### src/rtl/rcon_seq_gen_if.sv
// Handshake bundle between the key-schedule controller/consumer and the
// round-constant generator.
interface rcon_seq_gen_if #(
    parameter int unsigned OUT_WIDTH = 32,
    parameter int unsigned IDX_WIDTH = 4
);
    logic                 start;
    logic [1:0]           mode;
    logic                 rev;
    logic                 out_ready;
    logic                 out_valid;
    logic [OUT_WIDTH-1:0] rcon_out;
    logic [IDX_WIDTH-1:0] rcon_idx;
    logic                 last;
    logic                 busy;
    logic                 done;

    modport master (
        output start, mode, rev, out_ready,
        input  out_valid, rcon_out, rcon_idx, last, busy, done
    );

    modport slave (
        input  start, mode, rev, out_ready,
        output out_valid, rcon_out, rcon_idx, last, busy, done
    );
endinterface

### src/rtl/rcon_seq_gen.sv
// Sequential AES round-constant generator: walks the GF(2^8) xtime recurrence
// forward or backward and hands out one rcon word per valid/ready transfer.
module rcon_seq_gen #(
    parameter int unsigned OUT_WIDTH = 32,
    parameter int unsigned IDX_WIDTH = 4
) (
    input  logic           clk,
    input  logic           rst,
    rcon_seq_gen_if.slave  bus
);
    localparam int unsigned PAD_WIDTH = OUT_WIDTH - 8;

    typedef enum logic [0:0] {
        ST_IDLE = 1'b0,
        ST_RUN  = 1'b1
    } state_t;

    state_t               state_q, state_d;
    logic                 valid_q, valid_d;
    logic                 busy_q, busy_d;
    logic                 last_q, last_d;
    logic                 done_q, done_d;
    logic [7:0]           val_q, val_d;
    logic [IDX_WIDTH-1:0] idx_q, idx_d;
    logic [1:0]           mode_q, mode_d;
    logic                 rev_q, rev_d;
    logic                 accept;
    logic                 xfer;

    function automatic logic [7:0] xtime_fwd(input logic [7:0] x);
        return {x[6:0], 1'b0} ^ (x[7] ? 8'h1b : 8'h00);
    endfunction

    // Inverse of xtime: undo the reduction when the low bit shows it happened.
    function automatic logic [7:0] xtime_inv(input logic [7:0] x);
        return x[0] ? (((x ^ 8'h1b) >> 1) | 8'h80) : (x >> 1);
    endfunction

    function automatic logic [IDX_WIDTH-1:0] final_idx(input logic [1:0] m);
        case (m)
            2'b01:   return IDX_WIDTH'(7);
            2'b10:   return IDX_WIDTH'(6);
            default: return IDX_WIDTH'(9);
        endcase
    endfunction

    function automatic logic [7:0] final_rcon(input logic [1:0] m);
        case (m)
            2'b01:   return 8'h80;
            2'b10:   return 8'h40;
            default: return 8'h36;
        endcase
    endfunction

    assign accept = (state_q == ST_IDLE) && bus.start && (bus.mode != 2'b11);
    assign xfer   = valid_q && bus.out_ready;

    always_ff @(posedge clk) begin
        if (rst) state_q <= ST_IDLE;
        else     state_q <= state_d;
    end

    always_comb begin
        state_d = state_q;
        case (state_q)
            ST_IDLE: if (accept) state_d = ST_RUN;
            ST_RUN:  if (xfer && last_q) state_d = ST_IDLE;
            default: state_d = ST_IDLE;
        endcase
    end

    // Next values of the registered outputs and the latched sequence setup.
    always_comb begin
        valid_d = valid_q;
        busy_d  = busy_q;
        last_d  = last_q;
        done_d  = 1'b0;
        val_d   = val_q;
        idx_d   = idx_q;
        mode_d  = mode_q;
        rev_d   = rev_q;
        case (state_q)
            ST_IDLE: begin
                valid_d = 1'b0;
                busy_d  = 1'b0;
                last_d  = 1'b0;
                val_d   = 8'h00;
                idx_d   = '0;
                if (accept) begin
                    mode_d  = bus.mode;
                    rev_d   = bus.rev;
                    valid_d = 1'b1;
                    busy_d  = 1'b1;
                    val_d   = bus.rev ? final_rcon(bus.mode) : 8'h01;
                    idx_d   = bus.rev ? final_idx(bus.mode) : '0;
                end
            end
            ST_RUN: begin
                if (xfer && last_q) begin
                    valid_d = 1'b0;
                    busy_d  = 1'b0;
                    last_d  = 1'b0;
                    done_d  = 1'b1;
                    val_d   = 8'h00;
                    idx_d   = '0;
                end else if (xfer) begin
                    val_d  = rev_q ? xtime_inv(val_q) : xtime_fwd(val_q);
                    idx_d  = rev_q ? idx_q - IDX_WIDTH'(1) : idx_q + IDX_WIDTH'(1);
                    last_d = rev_q ? (idx_d == '0) : (idx_d == final_idx(mode_q));
                end
            end
            default: ;
        endcase
    end

    always_ff @(posedge clk) begin
        if (rst) begin
            valid_q <= 1'b0;
            busy_q  <= 1'b0;
            last_q  <= 1'b0;
            done_q  <= 1'b0;
            val_q   <= 8'h00;
            idx_q   <= '0;
            mode_q  <= 2'b00;
            rev_q   <= 1'b0;
        end else begin
            valid_q <= valid_d;
            busy_q  <= busy_d;
            last_q  <= last_d;
            done_q  <= done_d;
            val_q   <= val_d;
            idx_q   <= idx_d;
            mode_q  <= mode_d;
            rev_q   <= rev_d;
        end
    end

    assign bus.out_valid = valid_q;
    assign bus.rcon_out  = OUT_WIDTH'(val_q) << PAD_WIDTH;
    assign bus.rcon_idx  = idx_q;
    assign bus.last      = last_q;
    assign bus.busy      = busy_q;
    assign bus.done      = done_q;
endmodule

### src/flat_wrapper.sv
// flat-port wrapper written by rule: the top's interface ports become plain ports
module rcon_seq_gen_flat 
#(
    parameter int unsigned OUT_WIDTH = 32,
    parameter int unsigned IDX_WIDTH = 4
)
  (clk, rst, bus_start, bus_mode, bus_rev, bus_out_ready, bus_out_valid, bus_rcon_out, bus_rcon_idx, bus_last, bus_busy, bus_done);
  rcon_seq_gen_if #(.OUT_WIDTH(OUT_WIDTH), .IDX_WIDTH(IDX_WIDTH)) bus_i ();
  input  logic clk;
  input  logic rst;
  input wire logic [$bits(bus_i.start)-1:0] bus_start;
  input wire logic [$bits(bus_i.mode)-1:0] bus_mode;
  input wire logic [$bits(bus_i.rev)-1:0] bus_rev;
  input wire logic [$bits(bus_i.out_ready)-1:0] bus_out_ready;
  output wire logic [$bits(bus_i.out_valid)-1:0] bus_out_valid;
  output wire logic [$bits(bus_i.rcon_out)-1:0] bus_rcon_out;
  output wire logic [$bits(bus_i.rcon_idx)-1:0] bus_rcon_idx;
  output wire logic [$bits(bus_i.last)-1:0] bus_last;
  output wire logic [$bits(bus_i.busy)-1:0] bus_busy;
  output wire logic [$bits(bus_i.done)-1:0] bus_done;
  assign bus_i.start = bus_start;
  assign bus_i.mode = bus_mode;
  assign bus_i.rev = bus_rev;
  assign bus_i.out_ready = bus_out_ready;
  assign bus_out_valid = bus_i.out_valid;
  assign bus_rcon_out = bus_i.rcon_out;
  assign bus_rcon_idx = bus_i.rcon_idx;
  assign bus_last = bus_i.last;
  assign bus_busy = bus_i.busy;
  assign bus_done = bus_i.done;
  rcon_seq_gen #(.OUT_WIDTH(OUT_WIDTH), .IDX_WIDTH(IDX_WIDTH)) u_core (.clk(clk), .rst(rst), .bus(bus_i));
endmodule
### config.mk
export PLATFORM = sky130hd
export DESIGN_NAME = rcon_seq_gen_flat
export DESIGN_NICKNAME = d
export VERILOG_FILES = /design/src/rtl/rcon_seq_gen_if.sv /design/src/rtl/rcon_seq_gen.sv /design/src/flat_wrapper.sv
export SDC_FILE = /design/constraint.sdc
export NUM_CORES = 1
export LEC_CHECK = 0
export ABC_AREA = 0
export CELL_PAD_IN_SITES_DETAIL_PLACEMENT = 1
export CELL_PAD_IN_SITES_GLOBAL_PLACEMENT = 2
export CORE_MARGIN = 3
export CORE_UTILIZATION = 28
export DETAILED_ROUTE_END_ITERATION = 10
export PLACE_DENSITY_LB_ADDON = 0.1
export SETUP_SLACK_MARGIN = 0.4
export SYNTH_ARGS = -nofsm -noshare
export SYNTH_HDL_FRONTEND = slang
export SYNTH_SLANG_ARGS = --single-unit
### constraint.sdc
create_clock -name clk -period 2.9 [get_ports clk]
set_clock_uncertainty 0.05 [all_clocks]
set_input_delay 0.58 -clock clk [delete_from_list [all_inputs] [get_ports clk]]
set_output_delay 0.58 -clock clk [all_outputs]
set_load 0.05 [all_outputs]
==> results.cfg <==
[worst_setup_path]
crit_type = reg -> out
cp_slowest_stage_delay_ns = 0.88
path_cells = clkdlybuf4s50_1
arrival_ns = 1.69
critPathTopFamily = buffers and inverters
cp-end-kind = primary output
cpMaxStageDelayCell = clkdlybuf4s50_1
crit_required_ns = 2.27
worst-path-buf-inv = 1
crit_path_start_kind = register
crit_fanout = 9

[clock_network]
cts_tree = yes
clockBufferDepth = 2
numCtsBuffers = 3
ctsRootBufferMaster = clkbuf_8
cts_setup_buffers = 0
clkTransAtPathRegs_ns = 0.07
cts_resized = 0
cts_sinks = 19
clk-insertion-delay-late_ns = 0.26
htreeDepth = 1
postCtsHoldBufs = 0

[sta]
hold_viol = 0
drv_slew = 0
fmax_ghz = 0.431
rsz0062_at_grt = false
fin_crit_sh_pct = 79.9
finalSetupViolCount = 0
slew_headroom_pct = 63.1
worstMarginPinSlew_ns = 0.550
period_needed_ns = 2.32
finalSetupTns_ns = 0

[logic_synthesis]
yosysSeqAreaShare_pct = 26.7
synth_seq_cells = 19
postSynthAreaPerCell_um2 = 8.37
yosys_warnings = 0
synth-edff-count = 0
synth_area_um2 = 1420
ys_types = 48
synth_ff_type = dfxtp_1
synthCells = 170
asyncSetResetFlopFracSynth_pct = 0

[finish]
area_growth_pct = 16.7
nFillCells = 606
stdcell_count = 256
n_antenna_cell = 0
layout.nets = 206
multi_input_area_um2 = 896
register_area_um2 = 380
drive_gt1_share_pct = 7.94

[drt]
drt_first_pass_iters = 4
highest_layer = met4
via_per_inst = 4.70
drt_iter0_markers = 74
wl_met1_mm = 1.73
postRouteWirelength_mm = 3.74
wl_met3_um = 188
ant_nets = 0
wl_met2_mm = 1.79
detail_route.wl_per_cell_um = 14.6
num_vias = 1204
drc_errors = 0

[floorplanning]
num_io_pins = 47
die_w_um = 77.3
placementRows = 25
core_area_um2 = 4820
die_h_um = 77.3
initial_utilization_pct = 29.5
die-area_um2 = 5970

[run]
cap_violations = 0

[hold_path]
hold_class = reg -> reg

[placement]
portBuffers = 22
gp_congestion = 0.838
dpl.cell_count = 252
dp_hpwl_mm = 2.88

[grt]
antenna_found_initial = 0
grt_pass1_vias = 1226
grt_pass1_wl_mm = 6.28
grt.overflow.total = 0
grt_usage_pct = 13.1
grt_max_degree = 19

[run_status]
status = completed

[pwr]
irDropWorstVdd_mv = 0.185
power_density_nw_per_um2 = 444
leakage_nw = 0.638
layer usage:
layer | track usage [%] | up-vias
met3 | 3.52 | 4
met4 | 3.38 | 0
met1 | 17.2 | 582
met5 | 0 | -
met2 | 21.0 | 31
li1 | - | 587
power by group:
| group | leakage [nW] | internal (mW) | switching [mW] |
|---|---|---|---|
| Sequential | 0.155 | 0.275 | 0.0231 |
| Clock | 0.0255 | 0.0956 | 0.0924 |
| Combinational | 0.457 | 0.0735 | 0.178 |
| Total | 0.638 | 0.444 | 0.294 |
cell families (layout without fill, tap and decap cells):
group / after synthesis / count (layout) / share of synthesized area [%]
other cells: 1 / 24 / 0.264
buf+inv: 37 / 33 / 16.4
flops: 19 / 19 / 26.7
fa+ha+maj: 9 / 9 / 8.44
compound gates: 42 / 42 / 21.4
xor+xnor: 8 / 8 / 4.93
mux: 4 / 4 / 3.08
simple gates: 50 / 50 / 18.8
placed cells by master, fill, tap and decap left out, types with 2 or more instances in the layout:
| cell type | netlist | routed |
|---|---|---|
| nand2_1 | 15 | 15 |
| a22oi_1 | 2 | 2 |
| conb_1 | 1 | 24 |
| nand3_1 | 2 | 2 |
| xor2_1 | 2 | 2 |
| nor2_1 | 12 | 12 |
| o21ai_0 | 4 | 4 |
| nor2b_1 | 2 | 2 |
| clkdlybuf4s50_1 | 0 | 22 |
| nand2b_1 | 3 | 3 |
| a211oi_1 | 3 | 3 |
| xnor2_1 | 6 | 6 |
| nor3b_1 | 3 | 3 |
| dfxtp_1 | 19 | 19 |
| ha_1 | 8 | 8 |
| a21oi_1 | 16 | 16 |
| inv_1 | 5 | 5 |
| nand3b_1 | 2 | 2 |
| mux2_2 | 3 | 3 |
| clkbuf_8 | 0 | 3 |
| buf_4 | 25 | 2 |
| o211ai_1 | 3 | 3 |
| and3_1 | 2 | 2 |
cell usage after synthesis (all sizes together) (3+ instances only):
master / number / area [um^2]
ha: 8 / 100
nor3b: 3 / 22.5
o211ai: 3 / 22.5
mux2: 3 / 33.8
nand2b: 3 / 18.8
nor2: 12 / 45.0
clkbuf: 6 / 22.5
inv: 5 / 18.8
dfxtp: 19 / 380
buf: 26 / 191
o21ai: 4 / 20.0
a21oi: 16 / 80.1
xnor2: 6 / 52.6
nand2: 15 / 56.3
a211oi: 3 / 22.5
state kept, by name, indices dropped and copies added (netlist names):
| signal | cells |
|---|---|
| u_core.state_q | 1 |
| u_core.bus.out_valid | 1 |
| u_core.val_q | 8 |
| u_core.mode_q | 2 |
| u_core.bus.done | 1 |
| u_core.bus.last | 1 |
| u_core.bus.rcon_idx | 4 |
| u_core.rev_q | 1 |
final timing paths:
| check | end | depth (start not counted) | slack [ns] | startpoint |
|---|---|---|---|---|
| worst max-delay path | bus_busy | 1 | 0.58 | u_core.bus.out_valid |
| worst min-delay path | u_core.mode_q[0] | 2 | 0.43 | u_core.mode_q[0] |
| worst max register to register | u_core.bus.last | 5 | 0.81 | u_core.bus.rcon_idx[0] |
| worst min register to register | u_core.mode_q[0] | 2 | 0.43 | u_core.mode_q[0] |
through the flow:
stage / setup slack (ns) / hold slack (ns) / instance area [um^2] / total power, mW / util, %
final: 0.582 / 0.425 / 1660 / 0.738 / 34.5
after global routing: 0.504 / 0.447 / 1660 / 0.780 / 34.5
after CTS: 0.562 / 0.428 / 1660 / 0.745 / 34.5
after detailed placement: 0.423 / 0.417 / 1610 / 0.556 / 33.5
after global placement: 0.474 / 0.401 / 1610 / 0.553 / 33.5
after floorplan: 0.767 / 0.386 / 1510 / 0.518 / -
final cells by class:
class                   count  share of cell area, %
clock buffers               3                   2.49
clock inverters             1                  0.301
inverters                   5                   1.13
multi-input cells         137                   54.0
flip-flops and latches     19                   22.9
well taps                  67                   5.05
repair buffers             24                   14.2
Note: power is estimated with default switching activity, not from simulation.
